==> src/rtl/bc_counter_pkg.sv <==
// Shared constants, lock-state type and next-value helper for the BC/orbit counter.
package bc_counter_pkg;

  localparam logic ZERO = 1'b0;
  localparam logic TRUE = 1'b1;

  localparam int unsigned LSB_CNT_MAX_DEFAULT = 3564;

  typedef enum logic [0:0] {UNLOCKED, LOCKED} bc_lock_state_t;

  function automatic logic [31:0] bc_next(input logic [31:0] cnt, input logic [31:0] max);
    return (cnt == max - 32'd1) ? 32'd0 : cnt + 32'd1;
  endfunction

endpackage

==> src/rtl/mod_counter.sv <==
// Modulo-N counter with synchronous load; wrap flags the cycle that rolls over to zero.
module mod_counter #(
  parameter int unsigned      WIDTH   = 12,
  parameter longint unsigned  MODULUS = 3564
) (
  input  logic             clk,
  input  logic             rst,
  input  logic             en,
  input  logic             load,
  input  logic [WIDTH-1:0] load_val,
  output logic [WIDTH-1:0] cnt,
  output logic             wrap
);

  localparam logic [WIDTH-1:0] LAST = WIDTH'(MODULUS - 64'd1);

  // Load has priority, so a forced load is never reported as a wrap.
  assign wrap = en && !load && (cnt == LAST);

  always_ff @(posedge clk) begin
    if (rst) begin
      cnt <= '0;
    end else if (load) begin
      cnt <= load_val;
    end else if (en) begin
      cnt <= wrap ? '0 : cnt + WIDTH'(1);
    end
  end

endmodule

==> src/rtl/bc_orbit_counter.sv <==
// Bunch-crossing and orbit counter with BCR/ECR resync, BCR phase lock and error counting.
module bc_orbit_counter
  import bc_counter_pkg::*;
#(
  parameter int unsigned LSB_CNT_MAX = LSB_CNT_MAX_DEFAULT,
  parameter int unsigned LSB_W       = 12,
  parameter int unsigned MSB_W       = 32,
  parameter int unsigned BCR_OFFSET  = 0,
  parameter int unsigned LOCK_CNT    = 2,
  parameter int unsigned MISS_MAX    = 2,
  parameter int unsigned ERR_W       = 8
) (
  input  logic             clk,
  input  logic             rst,
  input  logic             en,
  input  logic             bcr,
  input  logic             ecr,
  input  logic             err_clr,
  output logic [LSB_W-1:0] bc_cnt,
  output logic [MSB_W-1:0] orbit_cnt,
  output logic             orbit_strobe,
  output logic             locked,
  output logic             bcr_err,
  output logic [ERR_W-1:0] err_cnt
);

  localparam int unsigned    MATCH_W = (LOCK_CNT < 1) ? 1 : $clog2(LOCK_CNT + 1);
  localparam int unsigned    MISS_W  = (MISS_MAX < 1) ? 1 : $clog2(MISS_MAX + 1);
  localparam logic [ERR_W-1:0] ERR_MAX = '1;

  logic             bc_wrap;
  logic             orbit_wrap;
  logic             unused_orbit_wrap;
  logic [31:0]      nxt_bc;
  logic             aligned;
  logic             miss_last;
  logic             err_ev;

  bc_lock_state_t   state_q;
  logic [MATCH_W-1:0] match_q;
  logic [MISS_W-1:0]  miss_q;
  logic             first_bcr_q;
  logic             strobe_q;
  logic             bcr_err_q;
  logic [ERR_W-1:0] err_cnt_q;

  mod_counter #(
    .WIDTH   (LSB_W),
    .MODULUS (64'(LSB_CNT_MAX))
  ) u_bc_counter (
    .clk      (clk),
    .rst      (rst),
    .en       (en),
    .load     (bcr),
    .load_val (LSB_W'(BCR_OFFSET)),
    .cnt      (bc_cnt),
    .wrap     (bc_wrap)
  );

  // ECR is a load of zero, so it wins over a same-cycle increment.
  mod_counter #(
    .WIDTH   (MSB_W),
    .MODULUS (64'd1 << MSB_W)
  ) u_orbit_counter (
    .clk      (clk),
    .rst      (rst),
    .en       (bc_wrap),
    .load     (ecr),
    .load_val ('0),
    .cnt      (orbit_cnt),
    .wrap     (orbit_wrap)
  );

  assign unused_orbit_wrap = orbit_wrap;

  assign nxt_bc    = bc_next(32'(bc_cnt), LSB_CNT_MAX);
  assign aligned   = (nxt_bc == BCR_OFFSET);
  assign miss_last = (32'(miss_q) + 32'd1) >= MISS_MAX;

  always_comb begin
    err_ev = ZERO;
    if (state_q == LOCKED) begin
      if (bcr) begin
        err_ev = !aligned;
      end else if (bc_wrap) begin
        err_ev = miss_last;
      end
    end
  end

  always_ff @(posedge clk) begin
    if (rst) begin
      state_q     <= UNLOCKED;
      match_q     <= '0;
      miss_q      <= '0;
      first_bcr_q <= TRUE;
      strobe_q    <= ZERO;
      bcr_err_q   <= ZERO;
      err_cnt_q   <= '0;
    end else begin
      strobe_q  <= bc_wrap;
      bcr_err_q <= err_ev;

      if (err_clr) begin
        err_cnt_q <= err_ev ? ERR_W'(1) : '0;
      end else if (err_ev && (err_cnt_q != ERR_MAX)) begin
        err_cnt_q <= err_cnt_q + ERR_W'(1);
      end

      unique case (state_q)
        UNLOCKED: begin
          if (bcr) begin
            first_bcr_q <= ZERO;
            // The first BCR and any misaligned one only set the phase reference.
            if (first_bcr_q || !aligned) begin
              match_q <= MATCH_W'(1);
              if (LOCK_CNT <= 1) begin
                state_q <= LOCKED;
                miss_q  <= '0;
              end
            end else begin
              match_q <= match_q + MATCH_W'(1);
              if ((32'(match_q) + 32'd1) >= LOCK_CNT) begin
                state_q <= LOCKED;
                miss_q  <= '0;
              end
            end
          end
        end
        LOCKED: begin
          if (bcr) begin
            if (aligned) begin
              miss_q <= '0;
            end else begin
              state_q     <= UNLOCKED;
              match_q     <= MATCH_W'(1);
              first_bcr_q <= ZERO;
            end
          end else if (bc_wrap) begin
            if (miss_last) begin
              state_q     <= UNLOCKED;
              match_q     <= '0;
              miss_q      <= '0;
              first_bcr_q <= TRUE;
            end else begin
              miss_q <= miss_q + MISS_W'(1);
            end
          end
        end
        default: state_q <= UNLOCKED;
      endcase
    end
  end

  assign locked       = (state_q == LOCKED);
  assign orbit_strobe = strobe_q;
  assign bcr_err      = bcr_err_q;
  assign err_cnt      = err_cnt_q;

endmodule

==> config.mk <==
export PLATFORM = sky130hd
export DESIGN_NAME = bc_orbit_counter
export DESIGN_NICKNAME = d
export VERILOG_FILES = /design/src/rtl/bc_counter_pkg.sv /design/src/rtl/mod_counter.sv /design/src/rtl/bc_orbit_counter.sv
export SDC_FILE = /design/constraint.sdc
export NUM_CORES = 1
export LEC_CHECK = 0
export ABC_AREA = 1
export BUFFER_PORTS_ARGS = -buffer_cell sky130_fd_sc_hd__buf_2
export CORE_MARGIN = 8
export CORE_UTILIZATION = 52
export CTS_CLUSTER_SIZE = 10
export DETAILED_ROUTE_END_ITERATION = 12
export GPL_ROUTABILITY_DRIVEN = 0
export PLACE_DENSITY = 0.71
export SLEW_MARGIN = 20
export SYNTH_ARGS = -nofsm -noshare
export SYNTH_HDL_FRONTEND = slang
export SYNTH_SLANG_ARGS = --single-unit
==> constraint.sdc <==
create_clock -name clk -period 2.9 [get_ports clk]
set_input_delay 0.435 -clock clk [delete_from_list [all_inputs] [get_ports clk]]
set_output_delay 0.435 -clock clk [all_outputs]
set_load 0.005 [all_outputs]
==> flow_summary.ini <==
[run_status]
status = complete, no violations

[layout]
nets = 599
area_delta_synth_final_pct = 16.34
diodes = 0
finish.utilization = 0.6256
mostFrequentLayoutCell = nand2_1
mostFrequentLayoutCells = 124 x nand2_1, 71 x inv_1, 71 x nor2_1
drive_gt1_frac = 0.1624

[sta]
maxSlewHeadroom = 0.4588
hold_viol = 0
drv_slew = 0
period_needed_ns = 2.402
worst_pin_slew_ns = 0.8044
grt_setup_unrepaired = no
min_period_over_period = 0.8282
tns_ns = 0
fin_worst_skew_ns = 0.007545
max_freq_mhz = 416.3
setup_viol = 0

[detailed_routing]
vias = 3575
drtAntennaViolNets = 0
vias_per_cell = 5.352
drtIter0Drc = 185
routed_wl_microns = 9004
first_pass_iters = 5
routedWlPerCell_microns = 13.48
drc = 0

[critical_path]
rr_endpoint = u_orbit_counter.cnt[27]
reg2reg_from = u_bc_counter.cnt[0]
worstPathArrival_ns = 2.62
worstPathRequired_ns = 3.12
end_kind = flop
critPathKind = reg2reg
rr_worst_depth = 11
r2r_slack_ns = 0.50
crit_path_start = u_bc_counter.cnt[0]
endpoint = u_orbit_counter.cnt[27]
worstSetupStartpointType = flop
cp_max_fo = 11

[run]
max_cap_violations = 0

[yosys]
synth.cell_area_sq_um = 3415
synth_ff_type = dfxtp_1
syn_area_per_cell_sq_um = 6.592
syn_nets = 530
yosysWarnings = 0
async_flop_share = 0
postSynthCellCount = 518
ys_types = 38
yosysSeqAreaShare = 0.3518
synth-edff-count = 0
ys_seq_elements = 60

[clock_network]
htree_levels = 3
cts_setup_buffers = 0
clk_latency_ns = 0.33
cts_buffer_depth = 2
cts_tree = done
cts-root-buf = clkbuf_8
cts_hold_buf = 0
clk_pin_slew_ns = 0.07
cts_buffers = 9
cts.repair.resized = 0
clock_sinks = 60

[global_route]
grt_pass1_wl_microns = 15300
antenna_found_initial = 0
grt_pass1_vias = 3324
grt_max_degree = 18
grt_overflow_total = 0
grt_usage = 0.1910

[floorplan]
num_rows = 29
coreArea_sq_um = 6350
dieArea_sq_um = 9416
die-height_microns = 97.04
die_w_microns = 97.04
io_pins = 61
start_util = 0.5377

[placement]
hpwl_microns = 6870
numPortBuffers = 60

[power]
leakagePower_nw = 1.822
p_per_area_nw_per_um2 = 392.7
vdd_ir_drop_max_mv = 0.2345

[min_path]
hold_class = in2reg
whs_path_depth = 2
report_power, final:
part	switching, mW	internal, mW
registers	0.00679	0.832
clock network	0.309	0.350
logic	0.0436	0.0196
critical path, stage by stage, from the launching register on:
cell and delay [ns]:
dfxtp_1 0.45, ha_1 0.30, nand2_1 0.07, nor2_1 0.11, nand3_2 0.14, nor2_4 0.17
nand2_4 0.13, nor3_4 0.19, nand2_2 0.11, nor3_2 0.21, or2_2 0.32, nor2_1 0.08
how the worst min path moves through the flow:
stage	slack, ns	from	to
4_1_cts	0.31	en	u_bc_counter.cnt[0]
6_report	0.33	en	u_bc_counter.cnt[0]
3_3_place_gp	0.47	match_q[1]	match_q[1]
3_5_place_dp	0.48	match_q[1]	match_q[1]
5_1_grt	0.33	en	u_bc_counter.cnt[0]
2_1_floorplan	0.45	match_q[1]	match_q[1]
layer usage:
| metal | up-vias | track usage | routed length (microns) |
|---|---|---|---|
| met2 | 106 | 0.2911 | 3982 |
| met3 | 18 | 0.04694 | 607 |
| li1 | 1829 | - | - |
| met5 | - | 0 | 0 |
| met1 | 1622 | 0.2443 | 4239 |
| met4 | 0 | 0.09467 | 173 |
flip-flops by register name, indices dropped and copies added (netlist names):
| signal | flops |
|---|---|
| bcr_err | 1 |
| miss_q | 2 |
| orbit_strobe | 1 |
| u_orbit_counter.cnt | 32 |
| err_cnt | 8 |
| locked | 1 |
| first_bcr_q | 1 |
| u_bc_counter.cnt | 12 |
| match_q | 2 |
synthesized netlist by cell type, types with 2 or more instances:
cell type,n,area share
o21bai_1,3,0.0066
nand2_1,124,0.14
dfxtp_1,60,0.35
or2_2,3,0.0055
clkbuf_1,3,0.0033
ha_1,6,0.022
a31oi_1,2,0.0037
a21oi_1,23,0.034
nand3_1,46,0.067
xor2_1,12,0.031
nor2_1,71,0.078
nor2_4,2,0.0066
nor4_1,4,0.0073
nand2_2,5,0.0092
a21boi_0,2,0.0044
a211oi_1,2,0.0044
xnor2_1,2,0.0051
inv_1,71,0.078
nor3b_1,5,0.011
nor3_1,12,0.018
nand3b_1,3,0.0066
and3_1,2,0.0037
o22ai_1,2,0.0037
o21ai_0,19,0.028
o21a_1,2,0.0044
nand4_1,16,0.029
nor3_2,5,0.015
area by class of cell:
cell class / count / area, sq um
Fill cell: 618 / 2377
Sequential cell: 60 / 1201
Tap cell: 77 / 96.34
Clock buffer: 13 / 158.9
Clock inverter: 2 / 10.01
Timing Repair Buffer: 63 / 322.8
Inverter: 73 / 274.0
Multi-Input combinational cell: 380 / 1909
through the flow:
stage	cells	total power [mW]	worst slack [ns]	cell area (sq um)	hold WS [ns]
2_1_floorplan	518	0.8965	0.8476	3415	0.4533
3_3_place_gp	653	0.9192	0.6267	3804	0.4689
3_5_place_dp	653	0.9202	0.5375	3804	0.4780
4_1_cts	668	1.574	0.5129	3973	0.3138
5_1_grt	668	1.625	0.1722	3973	0.3274
6_report	668	1.560	0.4981	3973	0.3298
cells by family (layout without fill, tap and decap cells):
family / count (synthesis) / in the layout / share of synthesized area
AOI/OAI and AO/OA: 57 / 57 / 0.09344
xor gates and xnor gates: 14 / 14 / 0.03591
buffers and inverters: 78 / 151 / 0.08904
and+or+nand+nor: 303 / 303 / 0.4078
DFF: 60 / 60 / 0.3518
adders and majority gates: 6 / 6 / 0.02199
(Power assumes the default switching activity.)
